[src/rtl/lcd_cmd_seq.sv]
// Command sequencer between a host command source and the LCD image controller.
// Queues host commands, waits out controller boot, strobes each command once and watches for done.
module lcd_cmd_seq #(
  parameter int DEPTH   = 8,
  parameter int AW      = 3,
  parameter int TIMEOUT = 255
) (
  input  logic       clk,
  input  logic       reset,
  input  logic [2:0] in_cmd,
  input  logic       in_valid,
  output logic       in_ready,
  input  logic       lcd_busy,
  input  logic       lcd_done,
  output logic [2:0] cmd,
  output logic       cmd_valid,
  output logic       seq_done,
  output logic       err_timeout,
  output logic [7:0] issued_cnt
);

  localparam logic [2:0] CMD_WRITE = 3'd0;

  typedef enum logic [2:0] {
    S_BOOT,
    S_RUN,
    S_GAP,
    S_WAIT_DONE,
    S_FINISH,
    S_ERROR
  } state_t;

  state_t      state_reg, state_next;
  logic        boot_ok_reg, boot_ok_next;
  logic [7:0]  tmo_reg, tmo_next;
  logic [AW:0] wr_ptr_reg, wr_ptr_next;
  logic [AW:0] rd_ptr_reg, rd_ptr_next;
  logic        closed_reg, closed_next;
  logic        in_ready_reg, in_ready_next;
  logic [2:0]  cmd_reg, cmd_next;
  logic        cmd_valid_reg, cmd_valid_next;
  logic [7:0]  issued_reg, issued_next;

  logic        push, pop;
  logic        empty, full, full_next;
  logic [2:0]  head;
  logic [2:0]  entry_q [DEPTH];

  // Storage: one register per slot, written only when the write pointer selects it.
  genvar gi;
  generate
    for (gi = 0; gi < DEPTH; gi++) begin : g_entry
      logic [2:0] entry_reg;
      always_ff @(posedge clk) begin
        if (push && (wr_ptr_reg[AW-1:0] == AW'(gi))) begin
          entry_reg <= in_cmd;
        end
      end
      assign entry_q[gi] = entry_reg;
    end
  endgenerate

  assign head  = entry_q[rd_ptr_reg[AW-1:0]];
  assign empty = (wr_ptr_reg == rd_ptr_reg);
  assign full  = (wr_ptr_reg[AW] != rd_ptr_reg[AW]) &&
                 (wr_ptr_reg[AW-1:0] == rd_ptr_reg[AW-1:0]);

  // in_ready is a register, so a push is never gated by the same-cycle pop.
  assign push = in_valid && in_ready_reg;

  assign wr_ptr_next = wr_ptr_reg + {{AW{1'b0}}, push};
  assign rd_ptr_next = rd_ptr_reg + {{AW{1'b0}}, pop};
  assign full_next   = (wr_ptr_next[AW] != rd_ptr_next[AW]) &&
                       (wr_ptr_next[AW-1:0] == rd_ptr_next[AW-1:0]);
  assign closed_next = closed_reg || (push && (in_cmd == CMD_WRITE));

  assign in_ready_next = !full_next && !closed_next &&
                         (state_next != S_FINISH) && (state_next != S_ERROR);

  always_comb begin
    state_next     = state_reg;
    boot_ok_next   = boot_ok_reg;
    tmo_next       = tmo_reg;
    pop            = 1'b0;
    cmd_next       = CMD_WRITE;
    cmd_valid_next = 1'b0;
    issued_next    = issued_reg;

    case (state_reg)
      S_BOOT: begin
        // Two consecutive idle samples skip the controller's own start-up cycle.
        if (lcd_busy) begin
          boot_ok_next = 1'b0;
        end else if (boot_ok_reg) begin
          state_next = S_RUN;
        end else begin
          boot_ok_next = 1'b1;
        end
      end

      S_RUN: begin
        if (!empty && !lcd_busy) begin
          cmd_valid_next = 1'b1;
          cmd_next       = head;
          pop            = 1'b1;
          tmo_next       = 8'd0;
          if (issued_reg != 8'hFF) begin
            issued_next = issued_reg + 8'd1;
          end
          state_next = (head == CMD_WRITE) ? S_WAIT_DONE : S_GAP;
        end
      end

      S_GAP: begin
        state_next = S_RUN;
      end

      S_WAIT_DONE: begin
        tmo_next = tmo_reg + 8'd1;
        // done takes priority over a timeout landing on the same cycle
        if (lcd_done) begin
          state_next = S_FINISH;
        end else if (tmo_next == 8'(TIMEOUT)) begin
          state_next = S_ERROR;
        end
      end

      S_FINISH: state_next = S_FINISH;
      S_ERROR:  state_next = S_ERROR;
      default:  state_next = S_BOOT;
    endcase
  end

  always_ff @(posedge clk or posedge reset) begin
    if (reset) begin
      state_reg     <= S_BOOT;
      boot_ok_reg   <= 1'b0;
      tmo_reg       <= 8'd0;
      wr_ptr_reg    <= '0;
      rd_ptr_reg    <= '0;
      closed_reg    <= 1'b0;
      in_ready_reg  <= 1'b0;
      cmd_reg       <= 3'd0;
      cmd_valid_reg <= 1'b0;
      issued_reg    <= 8'd0;
    end else begin
      state_reg     <= state_next;
      boot_ok_reg   <= boot_ok_next;
      tmo_reg       <= tmo_next;
      wr_ptr_reg    <= wr_ptr_next;
      rd_ptr_reg    <= rd_ptr_next;
      closed_reg    <= closed_next;
      in_ready_reg  <= in_ready_next;
      cmd_reg       <= cmd_next;
      cmd_valid_reg <= cmd_valid_next;
      issued_reg    <= issued_next;
    end
  end

  assign in_ready    = in_ready_reg;
  assign cmd         = cmd_reg;
  assign cmd_valid   = cmd_valid_reg;
  assign issued_cnt  = issued_reg;
  assign seq_done    = (state_reg == S_FINISH);
  assign err_timeout = (state_reg == S_ERROR);

endmodule

[config.mk]
export PLATFORM = sky130hd
export DESIGN_NAME = lcd_cmd_seq
export DESIGN_NICKNAME = d
export VERILOG_FILES = /design/src/rtl/lcd_cmd_seq.sv
export SDC_FILE = /design/constraint.sdc
export NUM_CORES = 1
export LEC_CHECK = 0
export BUFFER_PORTS_ARGS = -buffer_cell sky130_fd_sc_hd__buf_4
export CAP_MARGIN = 20
export CELL_PAD_IN_SITES_DETAIL_PLACEMENT = 1
export CELL_PAD_IN_SITES_GLOBAL_PLACEMENT = 1
export CORE_ASPECT_RATIO = 1.1
export CORE_MARGIN = 3
export CORE_UTILIZATION = 52
export DETAILED_ROUTE_END_ITERATION = 16
export GPL_TIMING_DRIVEN = 0
export PLACE_DENSITY = 0.93
export SLEW_MARGIN = 15
export SYNTH_ARGS = -nofsm -noshare
export SYNTH_HDL_FRONTEND = slang
export SYNTH_SLANG_ARGS = --single-unit
[constraint.sdc]
create_clock -name clk -period 4.65 [get_ports clk]
set_clock_uncertainty 0.05 [all_clocks]
set_input_delay 0.2325 -clock clk [delete_from_list [all_inputs] [get_ports clk]]
set_output_delay 0.2325 -clock clk [all_outputs]
set_load 0.01 [all_outputs]
# == Word level (Yosys, flattened, before mapping) ==
# Cells that the tools add are included.
# word_totals
output_inout_bits,15
register_bits,58
input_bits,8
word_cells,88
# classes
eq_ne,20
addsub,4
order_cmp,1
n_reduce_logical,27
mux,17
bitwise,1
# op_table
op,count
$mux 3,9
$eq 3x3->1 const B,6
$pmux 3 s6,1
$add 8x1->8 const B,2
$pmux 8 s2,1
$logic_and 1x1->1,15
$eq 3x2->1 const B,4
$logic_not 3->1,4
$bmux 3 s3,1
$add 4x1->4,2
$eq 8x8->1 const B,1
$mux 8,1
$ne 8x8->1 const B,1
$eq 3x1->1 const B,2
$ne 3x3->1 const B,2
$eq 4x4->1,1
$ge 4x4->1 const B,1
$logic_not 1->1,4
$mux 1,4
$not 3->4,1
$eq 3x3->1,1
$reduce_and 3->1,1
$ne 2x2->1 const B,1
$reduce_and 2->1,1
other kinds (3),3

# == Logic depth before layout (Yosys ltp) ==
# Gate-level depths: netlist of run 1.
# logic_depth
depth_word,12
depth_mapped,12

# == Worst setup path before layout of run 1 ==
# Ideal clock, no wire load.
# synth_path
path_kind,register to register
from,register rd_ptr_reg[2]
to,register in_ready_reg (netlist: in_ready)
arrival_ns,2.380
path_slack_ns,2.084
n_path_buf,2
synth_period_minus_slack_ns,2.566
required_time_ns,4.464
setup_time_ns,0.136
stages_incl_launch_ff,13
path_cell_list,dfrtp_1 buf_4 xnor2_1 a41o_1 or4b_4 buf_6 inv_1 ha_1 ha_1 xor2_1 xnor2_1 nand4_1 nor3b_1
# synth_between
elab_chain_cells,12
elab_cells_between_ends,23
# synth_lines
item,line_no,rtl
start: declaration,37,"logic [AW:0] rd_ptr_reg, rd_ptr_next;"
start signal: assignment,151,rd_ptr_reg <= rd_ptr_next;
$eq 4x4->1,64,assign empty = (wr_ptr_reg == rd_ptr_reg);
$logic_not 1->1,102,if (!empty && !lcd_busy) begin
$logic_and 1x1->1,102,
$mux 1 (2 in a row),n/a,
named net cmd_valid_next,41,"logic cmd_valid_reg, cmd_valid_next;"
$add 4x1->4,72,"assign rd_ptr_next = rd_ptr_reg + {{AW{1'b0}}, pop};"
named net rd_ptr_next[2],37,
$eq 3x3->1,74,(wr_ptr_next[AW-1:0] == rd_ptr_next[AW-1:0]);
$logic_and 1x1->1,73,assign full_next = (wr_ptr_next[AW] != rd_ptr_next[AW]) &&
$logic_not 1->1,77,assign in_ready_next = !full_next && !closed_next &&
$logic_and 1x1->1 (2 in a row),77,
$logic_and 1x1->1,78,(state_next != S_FINISH) && (state_next != S_ERROR);
named net in_ready_next,39,"logic in_ready_reg, in_ready_next;"
end signal: assignment,153,in_ready_reg <= in_ready_next;
end: declaration,39,
# The timed path passes the listed nets, and every way through them passes these cells. The select of a mux whose other input is x is not followed.
# A chain may end at the register's enable or synchronous reset.

# == Worst setup path in the final report of run 1 ==
# layout_path
from,register rd_ptr_reg[0]
to,register in_ready_reg (netlist: in_ready)
# layout_between
elab_chain_cells,12
elab_cells_between_ends,23
# layout_lines
item,line_no
$eq 4x4->1,64
$logic_not 1->1,102
$logic_and 1x1->1,102
$mux 1 (2 in a row),n/a
named net cmd_valid_next,41
$add 4x1->4,72
named net rd_ptr_next[3],37
$ne 1x1->1,73
$logic_and 1x1->1,73
$logic_not 1->1,77
$logic_and 1x1->1 (2 in a row),77
$logic_and 1x1->1,78
named net in_ready_next,39
# The timed path passes the listed nets, and every way through them passes these cells. The select of a mux whose other input is x is not followed.

==> PnR_summary.wiki, run 1 <==
{| class="wikitable"
! Metric !! Value
|-
| Net count of the finished layout || 248
|-
| Hold bufs inserted after CTS || 1
|-
| Number of top-level design ports || 23
|-
| Number of enable flip-flop cells after synthesis || 24
|-
| Net count after synthesis || 214
|-
| Reg-to-reg critical path startpoint || rd_ptr_reg[0]
|-
| Vias per inst || 5.84
|-
| Instance count of the mapped netlist || between 150 and 200
|-
| Total leakage power || 1.27 nW
|-
| Number of distinct library cells after synthesis || 39
|-
| Number of stages on the worst hold path || 2
|-
| Post-DR wirelength/cell || between 20 and 25 microns
|-
| Post-Synthesis Cell Area || 0.00258 sq mm
|-
| Flip-flop count of the largest register, all copies and words added || 24
|-
| First element of the critical path || rd_ptr_reg[0]
|-
| Post-synthesis register bit count || 58
|-
| Top cell type's share of synthesized area || 33.0%
|-
| Layout-stage area growth over the synthesis result || 16.3%
|-
| Leading cell types by total area after synthesis || sky130_fd_sc_hd__dfrtp_1 33%, sky130_fd_sc_hd__edfxtp_1 28%, sky130_fd_sc_hd__mux4_2 5.2%
|-
| Warning count from the yosys run || 0
|-
| Die Span X || about 73 microns
|-
| Setup crit end || in_ready
|-
| Terminus of the critical flop-to-flop path || in_ready
|-
| Detailed Route WL || just over 6000 microns
|-
| Final setup viols || 0
|-
| CTS tree || done
|-
| Initial core utilization || 54.7%
|-
| Via count || about 1700
|-
| Cell type with the largest total area after synthesis || sky130_fd_sc_hd__dfrtp_1
|-
| Kind of end point of the critical path || register
|-
| Maximum net fanout on the critical path || 9
|-
| Worst-margin pin slew || between 700 and 800 ps
|-
| Post-CTS Resized || 0
|-
| Cell at the root of the clock tree || sky130_fd_sc_hd__clkbuf_8
|-
| Data arrival time of the critical path || 3090 ps
|-
| Clock transition at the register clock pins on the worst setup and hold paths after CTS || 70 ps
|-
| Pwr per Cell Area || 328 mW/mm^2
|-
| Reg-to-reg setup timing slack || 1710 ps
|-
| HPWL after detailed placement || 4220 microns
|-
| Critical Path Max Stage Delay || 510 ps
|-
| Worst path cell trace || buf_6, xnor2_1, a41o_1, or4b_4, buf_6, inv_1, ha_1, nand3_1, xnor2_1, xor2_1, nand4_1, nor3b_1
|-
| Classification of the worst setup path || register to register
|-
| Core box area || between 0.004 and 0.005 sq mm
|-
| Die Y-Extent || 79.9 microns
|-
| Number of buffers between clock root and the deepest sink || 2
|-
| Number of antenna-violating nets in the routed design || 0
|-
| Main flop type after synthesis || sky130_fd_sc_hd__dfrtp_1
|-
| Violation count after the first detailed-route iteration || 87
|-
| Dominant cell by count in the synthesized netlist || sky130_fd_sc_hd__dfrtp_1
|-
| Leading cell types by count after synthesis || 34 x sky130_fd_sc_hd__dfrtp_1, 24 x sky130_fd_sc_hd__edfxtp_1, 17 x sky130_fd_sc_hd__nor2_1
|-
| Remaining global-route overflow || 0
|-
| Number of DRC violations after detailed routing || 0
|-
| Async set or reset register ratio after synthesis || between 50% and 60%
|-
| Largest vdd supply drop || 0.217 mV
|-
| Vias in the first global route || 1862
|-
| Filler cell count in the final layout || roughly 480
|-
| Global router's overall resource usage || between 20% and 30%
|-
| Reg area || between 0.0015 and 0.002 sq mm
|-
| CTS H-tree depth || 3
|-
| Max_cap viols || 0
|-
| Clock buffer count from CTS || 9
|-
| Classification of the worst-slack hold path || input pin to register
|-
| Unrepaired setup endpoints after global routing || false
|-
| Count of buffers from port buffering || 22
|-
| Standard-cell rows || 26
|-
| Highest clock rate || ~340 MHz
|-
| Drt pass-1 iters || 4
|-
| Inserted Diodes || 0
|-
| Time the final worst path needs with I/O delays and setup || between 2000 and 3000 ps
|-
| Number of cells on the worst reg-to-reg path || 12
|-
| Area of the die || 0.00584 sq mm
|-
| Crit path max-delay cell type || sky130_fd_sc_hd__or4b_4
|-
| Tightest slew margin relative to the limit || 46.9%
|-
| Count of clock tree sinks || 58
|-
| Placer Congestion || between 0.8 and 0.9
|-
| Sum of negative setup slack || 0 ps
|-
| Post-route worst setup slack || 1710 ps
|-
| Final-layout worst hold slack || 54.8 ps
|-
| Required time reported for the critical path endpoint || 4790 ps
|-
| Multi-input gate area || 942 sq um
|-
| # Post-CTS Setup Buffers || 0
|-
| Initial antenna violation count || 0
|-
| Nature of the critical path startpoint || register
|-
| Result of the run || complete, no violations
|-
| Post-synthesis sequential area ratio || 60.9%
|-
| Fraction of final layout cells with drive strength greater than 1 || 20.7%
|-
| Count of final hold-check violations || 0
|-
| Fin crit share || a little over three fifths
|-
| Final number of max-transition violations || 0
|-
| Worst setup timing slack at the placement stage || 1720 ps
|-
| Clock network latency to the later pin of the worst-skew pair || 330 ps
|-
| Maximum number of pins on one net before global-route repair || 35
|-
| Mean instance size in the synthesized netlist || between 10 and 15 sq um
|-
| Wire length of the first global-routing pass || 9830 microns
|}
[metrics by stage]
step / utilization, % / std cells / cell area (sq um) / power (W)
after global placement: 59.7 / 277 / 2810 / 0.000563
after global routing: 63.6 / 293 / 3000 / 0.00101
after detailed placement: 59.7 / 277 / 2810 / 0.000564
after floorplan: - / 199 / 2580 / 0.000552
after CTS: 63.6 / 293 / 3000 / 0.000987
final: 63.6 / 293 / 3000 / 0.000984
[critical path, delay by kind of cell, from the launching register on]
family / cells / cell delay [ps]
AO/OA/AOI/OAI: 1 / 280
XOR/XNOR: 3 / 540
adder cells (fa/ha/maj): 1 / 200
buffers and inverters: 3 / 440
flip-flops: 1 / 400
AND/OR/NAND/NOR: 4 / 900
[worst min-delay path by stage]
stage | slack (ps) | to | startpoint
after floorplan | 270 | boot_ok_reg | lcd_busy
after global placement | 390 | boot_ok_reg | lcd_busy
after detailed placement | 360 | rd_ptr_reg[1] | reset
after CTS | 50 | boot_ok_reg | lcd_busy
after global routing | 50 | boot_ok_reg | lcd_busy
final | 50 | boot_ok_reg | lcd_busy
[cell usage in the layout (no fill, tap or decap), types with 4 or more instances in the layout]
master and instances:
sky130_fd_sc_hd__inv_1 4, sky130_fd_sc_hd__xnor2_1 14, sky130_fd_sc_hd__mux4_2 6, sky130_fd_sc_hd__nand4_1 5, sky130_fd_sc_hd__edfxtp_1 24, sky130_fd_sc_hd__a21oi_1 7
sky130_fd_sc_hd__clkbuf_8 9, sky130_fd_sc_hd__nand3_1 10, sky130_fd_sc_hd__nor2_1 17, sky130_fd_sc_hd__dfrtp_1 34, sky130_fd_sc_hd__o21ai_0 4, sky130_fd_sc_hd__ha_1 7
sky130_fd_sc_hd__xor2_1 7, sky130_fd_sc_hd__and3_1 4, sky130_fd_sc_hd__nor3_1 6, sky130_fd_sc_hd__nand2_1 13, sky130_fd_sc_hd__buf_4 24
[metal layers]
metal / part of all wire, % / routed length, microns / vias to the layer above / track usage (%)
met2: 54 / 3270 / 32 / 39.4
li1: - / - / 789 / -
met5: 0 / 0 / - / 0
met3: 3.0 / 181 / 16 / 6.05
met4: 3.0 / 183 / 0 / 11.4
met1: 40 / 2420 / 875 / 27.4
[report_power, final]
group          internal (W)  switching [W]  total (W)  leakage [nW]
Clock              0.000238       0.000191   0.000430        0.0886
Sequential         0.000534     0.00000128   0.000536         0.634
Combinational    0.00000659      0.0000120  0.0000185         0.545
Total              0.000779       0.000205   0.000984          1.27
[kinds of logic after synthesis]
kind of cell / Yosys count / share of synthesized area, %
DFF: 58 / 60.9
muxes: 10 / 6.84
adders and majority gates: 7 / 3.40
xor gates and xnor gates: 21 / 7.13
AOI/OAI and AO/OA: 23 / 5.73
buffers and inverters: 11 / 2.52
and+or+nand+nor: 69 / 13.4
[final cells by class]
| type | count | area share, % |
|---|---|---|
| Sequential cell | 58 | 52.4 |
| Multi-Input combinational cell | 130 | 31.4 |
| Timing Repair Buffer | 23 | 5.84 |
| Clock buffer | 10 | 4.26 |
| Tap cell | 56 | 2.34 |
| Clock inverter | 5 | 1.54 |
| Buffer | 6 | 1.54 |
| Inverter | 5 | 0.626 |
No activity file was read; power rests on OpenSTA's default activity.
==> run 2: changes to the inputs <==
Settings changed: ABC_AREA from default to 1, CORE_UTILIZATION 52 to 41, PLACE_DENSITY 0.93 to 0.84.
Clock period 4.65 ns to 2.65 ns, I/O delays scaled along.
==> run 2 against run 1 <==
Clock-buffer cell count increased by 4. Register-to-register slack got worse by 1500 ps. Fmax increased by 20%. Via count rose by 24%. Cell count increased by 42%. Sequential share of layout area decreased by 4.2 points. First-iteration DRC count shrank 3.4%. Clock power is 83% higher. Area after synthesis grew 7.0%. Sequential cell count did not move. Worst hold slack worse by 40 ps. Cell area grew 8.7%. Largest power group unchanged.
==> PnR_summary.wiki, run 2 <==
{| class="wikitable"
! Metric !! Value
|-
| Result of the run || complete, no violations
|-
| Fin area || 0.00326 sq mm (+8.7%)
|-
| Max Used Layer || met4
|-
| CP bufs+invs || 3 (unchanged)
|-
| Maximum net fanout on the critical path || 7 (-2)
|-
| Final-layout worst hold slack || 14.4 ps (-40.4 ps)
|-
| Warning count from the yosys run || 0 (unchanged)
|-
| Unrepaired setup endpoints after global routing || false
|-
| Die Y-Extent || 92.1 microns (+15%)
|-
| Clock buffer count from CTS || 9 (unchanged)
|-
| Wire length of the first global-routing pass || 11100 microns (+13%)
|-
| Net count of the finished layout || 347 (+40%)
|-
| Flip-flop count of the largest register, all copies and words added || 24 (unchanged)
|-
| Vias per inst || 5.10 (-13%)
|-
| Leading cell types by count after synthesis || 61 x sky130_fd_sc_hd__nand2_1, 48 x sky130_fd_sc_hd__nor2_1, 34 x sky130_fd_sc_hd__dfrtp_1, 34 x sky130_fd_sc_hd__inv_1, 24 x sky130_fd_sc_hd__edfxtp_1
|-
| Classification of the worst-slack hold path || input pin to register
|-
| Async set or reset register ratio after synthesis || 58.6% (unchanged)
|-
| Post-synthesis compound-gate area fraction || 6.39% (+0.67 points)
|-
| Reg-to-reg setup timing slack || 200 ps (-1500 ps)
|-
| Mux share of post-synthesis cell area || 0% (-6.8 points)
|-
| Vias in the first global route || 2265 (+22%)
|-
| CP dominant cell by count || sky130_fd_sc_hd__nand2_1
|-
| Adder-cell share of the synthesized area || 3.17% (-0.22 points)
|-
| Instance count of the mapped netlist || 295 (+48%)
|-
| Initial antenna violation count || 0 (unchanged)
|-
| Fin crit share || 92.4% (+29 points)
|-
| Area of the die || 0.00775 sq mm (+33%)
|-
| Required time reported for the critical path endpoint || 2830 ps (-1960 ps)
|-
| Initial core utilization || 43.5% (-11 points)
|-
| CTS H-tree depth || 3 (unchanged)
|-
| Cell type with the largest total area after synthesis || sky130_fd_sc_hd__dfrtp_1
|-
| Post-synthesis register bit count || 58 (unchanged)
|-
| Number of enable flip-flop cells after synthesis || 24 (unchanged)
|-
| Filler cell count in the final layout || 761 (+59%)
|-
| Worst-margin pin slew || 710 ps (-79.0 ps)
|-
| Post-Synthesis Cell Area || 0.00276 sq mm (+7.0%)
|-
| Layout-stage area growth over the synthesis result || 18.0%
|-
| Post-route worst setup slack || 200 ps (-1500 ps)
|-
| Cell class contributing the biggest share of worst-path delay || simple AND/OR/NAND/NOR gates
|-
| Worst setup timing slack at the placement stage || 179 ps (-1540 ps)
|-
| Detailed Route WL || 6710 microns (+11%)
|-
| Combinational family with the most area after synthesis || simple AND/OR/NAND/NOR gates
|-
| Top library cells by usage in the layout, fill and taps aside || 60 x sky130_fd_sc_hd__nand2_1, 47 x sky130_fd_sc_hd__nor2_1, 34 x sky130_fd_sc_hd__dfrtp_1
|-
| Crit path max-delay cell type || sky130_fd_sc_hd__dfrtp_1
|-
| Dominant cell by count in the synthesized netlist || sky130_fd_sc_hd__nand2_1
|-
| Tightest slew margin relative to the limit || 52.6% (+5.7 points)
|-
| Mean instance size in the synthesized netlist || 9.36 sq um (-28%)
|-
| Global router's overall resource usage || 18.6% (-4.8 points)
|-
| Length of routed wiring on met1 || 2820 microns (+16%)
|-
| Worst path cell trace || buf_6, xor2_1, nor2_1, nand2_1, nand2_2, inv_1, nand2_4, inv_1, ha_1, ha_1, xnor2_1, nand2_1, nor2_2, nand3_1, nand2_1, nor2_1
|-
| Pwr per Cell Area || 538 mW/mm^2 (+64%)
|-
| Critical hold path startpoint || in_cmd[2]
|-
| Most common cell after layout, fill and taps aside || sky130_fd_sc_hd__nand2_1
|-
| Clock transition at the register clock pins on the worst setup and hold paths after CTS || 70 ps (about the same)
|-
| Count of clock tree sinks || 58 (unchanged)
|-
| Placer Congestion || 0.737 (-10%)
|-
| Number of stages on the worst hold path || 1 (-1)
|-
| Final setup viols || 0 (unchanged)
|-
| HPWL after detailed placement || 4780 microns (+13%)
|-
| Leading cell types by total area after synthesis || sky130_fd_sc_hd__dfrtp_1 31%, sky130_fd_sc_hd__edfxtp_1 26%, sky130_fd_sc_hd__nand2_1 8.3%
|-
| Fraction of final layout cells with drive strength greater than 1 || 17.2% (-3.5 points)
|-
| Largest vdd supply drop || 0.373 mV (+72%)
|-
| Remaining global-route overflow || 0 (unchanged)
|-
| Final number of max-transition violations || 0 (unchanged)
|-
| Inserted Diodes || 0 (unchanged)
|-
| Count of buffers from port buffering || 22 (unchanged)
|-
| Max_cap viols || 0 (unchanged)
|-
| Critical Path Max Stage Delay || 380 ps (-130 ps)
|-
| Reg-to-reg critical path startpoint || rd_ptr_reg[2]
|-
| Time the final worst path needs with I/O delays and setup || 2450 ps (-495 ps)
|-
| Terminus of the critical flop-to-flop path || in_ready
|-
| Classification of the worst setup path || register to register
|-
| Core box area || 0.00634 sq mm (+34%)
|-
| Simple-gate area share of the yosys netlist || 22.2% (+8.8 points)
|-
| Nature of the critical path startpoint || register
|-
| Cell area after placement || 0.00303 sq mm (+7.5%)
|-
| Via count || 2126 (+24%)
|-
| Cell at the root of the clock tree || sky130_fd_sc_hd__clkbuf_8
|-
| Amount of wire on met2 after detailed routing || 3620 microns (+11%)
|-
| Top cell type's share of synthesized area || 30.8% (-2.2 points)
|-
| Number of cells on the worst reg-to-reg path || 16 (+4)
|-
| Clock network latency to the later pin of the worst-skew pair || 330 ps (about the same)
|-
| Kind of end point of the critical path || register
|-
| Number of buffers between clock root and the deepest sink || 2 (unchanged)
|-
| Violation count after the first detailed-route iteration || 84 (-3.4%)
|-
| Number of distinct library cells after synthesis || 25 (-36%)
|-
| CTS tree || done
|-
| Maximum number of pins on one net before global-route repair || 35 (unchanged)
|-
| Post-DR wirelength/cell || 16.1 microns (-22%)
|-
| Number of DRC violations after detailed routing || 0 (unchanged)
|-
| Number of top-level design ports || 23 (unchanged)
|-
| Standard-cell rows || 30 (+15%)
|-
| Drt pass-1 iters || 4 (unchanged)
|-
| Hold path endpoint || g_entry[7].entry_reg[2]
|-
| Post-synthesis sequential area ratio || 56.9% (-4.0 points)
|-
| Total leakage power || 1.67 nW (+31%)
|-
| Number of antenna-violating nets in the routed design || 0 (unchanged)
|-
| Highest clock rate || 408 MHz (+20%)
|-
| Data arrival time of the critical path || 2630 ps (-460 ps)
|-
| Synth Area in XOR/XNOR || 5.39% (-1.7 points)
|-
| Net count after synthesis || 310 (+45%)
|-
| Sum of negative setup slack || 0 ps (unchanged)
|-
| Count of final hold-check violations || 0 (unchanged)
|-
| Main flop type after synthesis || sky130_fd_sc_hd__dfrtp_1
|-
| Die Span X || 84.2 microns (+15%)
|-
| Wire length on met3 || 196 microns (+8.3%)
|}
[run 2: final cells by class]
cell class	instances	area (sq um)	share of cell area [%]
Inverter	35	134	4.11
Timing Repair Buffer	26	200	6.14
Clock buffer	14	183	5.61
Sequential cell	58	1570	48.2
Multi-Input combinational cell	198	1030	31.6
Tap cell	80	100	3.07
Buffer	4	28.8	0.883
Clock inverter	2	10.0	0.307
[run 2: kinds of logic (layout without fill, tap and decap cells)]
logic type / after synthesis / in the layout
simple gates: 143 / 143
fa+ha+maj: 7 / 7
buf+inv: 39 / 81
flops: 58 / 58
compound gates: 31 / 31
xor+xnor: 17 / 17
[run 2: metrics by stage]
step	utilization (%)	power (W)	std cells
finish	51.4	0.00175	417
global route	51.4	0.00182	417
CTS	51.0	0.00176	415
floorplan	-	0.000964	295
global placement	47.7	0.000981	397
detailed placement	47.7	0.000981	397
[run 2: worst max-delay path by stage]
stage | start | to | slack, ps | cells past startpoint
after floorplan | rd_ptr_reg[2] | in_ready | 500 | 16
after global placement | rd_ptr_reg[2] | in_ready | 270 | 16
after detailed placement | rd_ptr_reg[2] | in_ready | 180 | 16
after CTS | rd_ptr_reg[2] | in_ready | 40 | 16
after global routing | rd_ptr_reg[2] | in_ready | 20 | 16
final | rd_ptr_reg[2] | in_ready | 200 | 16
[run 2: report_power, final]
part / total [W] / switching [W] / internal [W]
clock network: 0.000788 / 0.000349 / 0.000439
registers: 0.000936 / 0 / 0.000936
logic: 0.0000287 / 0.0000194 / 0.00000935
[run 2: worst register-to-register path, cell delays in order, from the launching register on]
cell and delay, ps:
sky130_fd_sc_hd__dfrtp_1 380, sky130_fd_sc_hd__buf_6 140, sky130_fd_sc_hd__xor2_1 150, sky130_fd_sc_hd__nor2_1 110, sky130_fd_sc_hd__nand2_1 70, sky130_fd_sc_hd__nand2_2 100, sky130_fd_sc_hd__inv_1 90, sky130_fd_sc_hd__nand2_4 80
sky130_fd_sc_hd__inv_1 70, sky130_fd_sc_hd__ha_1 200, sky130_fd_sc_hd__ha_1 320, sky130_fd_sc_hd__xnor2_1 170, sky130_fd_sc_hd__nand2_1 90, sky130_fd_sc_hd__nor2_2 120, sky130_fd_sc_hd__nand3_1 80, sky130_fd_sc_hd__nand2_1 80
sky130_fd_sc_hd__nor2_1 40
[run 2: routing by layer]
metal	vias up	GRT usage (%)
li1	1030	-
met1	1062	21.6
met2	25	33.8
met3	9	4.40
met4	0	5.36
met5	-	0
[run 2: repair_timing]
action | CTS | global route
setup endpoints to repair | 0 | 1
gates resized for setup | 0 | 2
endpoints found under the hold margin | 36 | 0
setup buffers | 0 | 2
hold buffers | 2 | 0
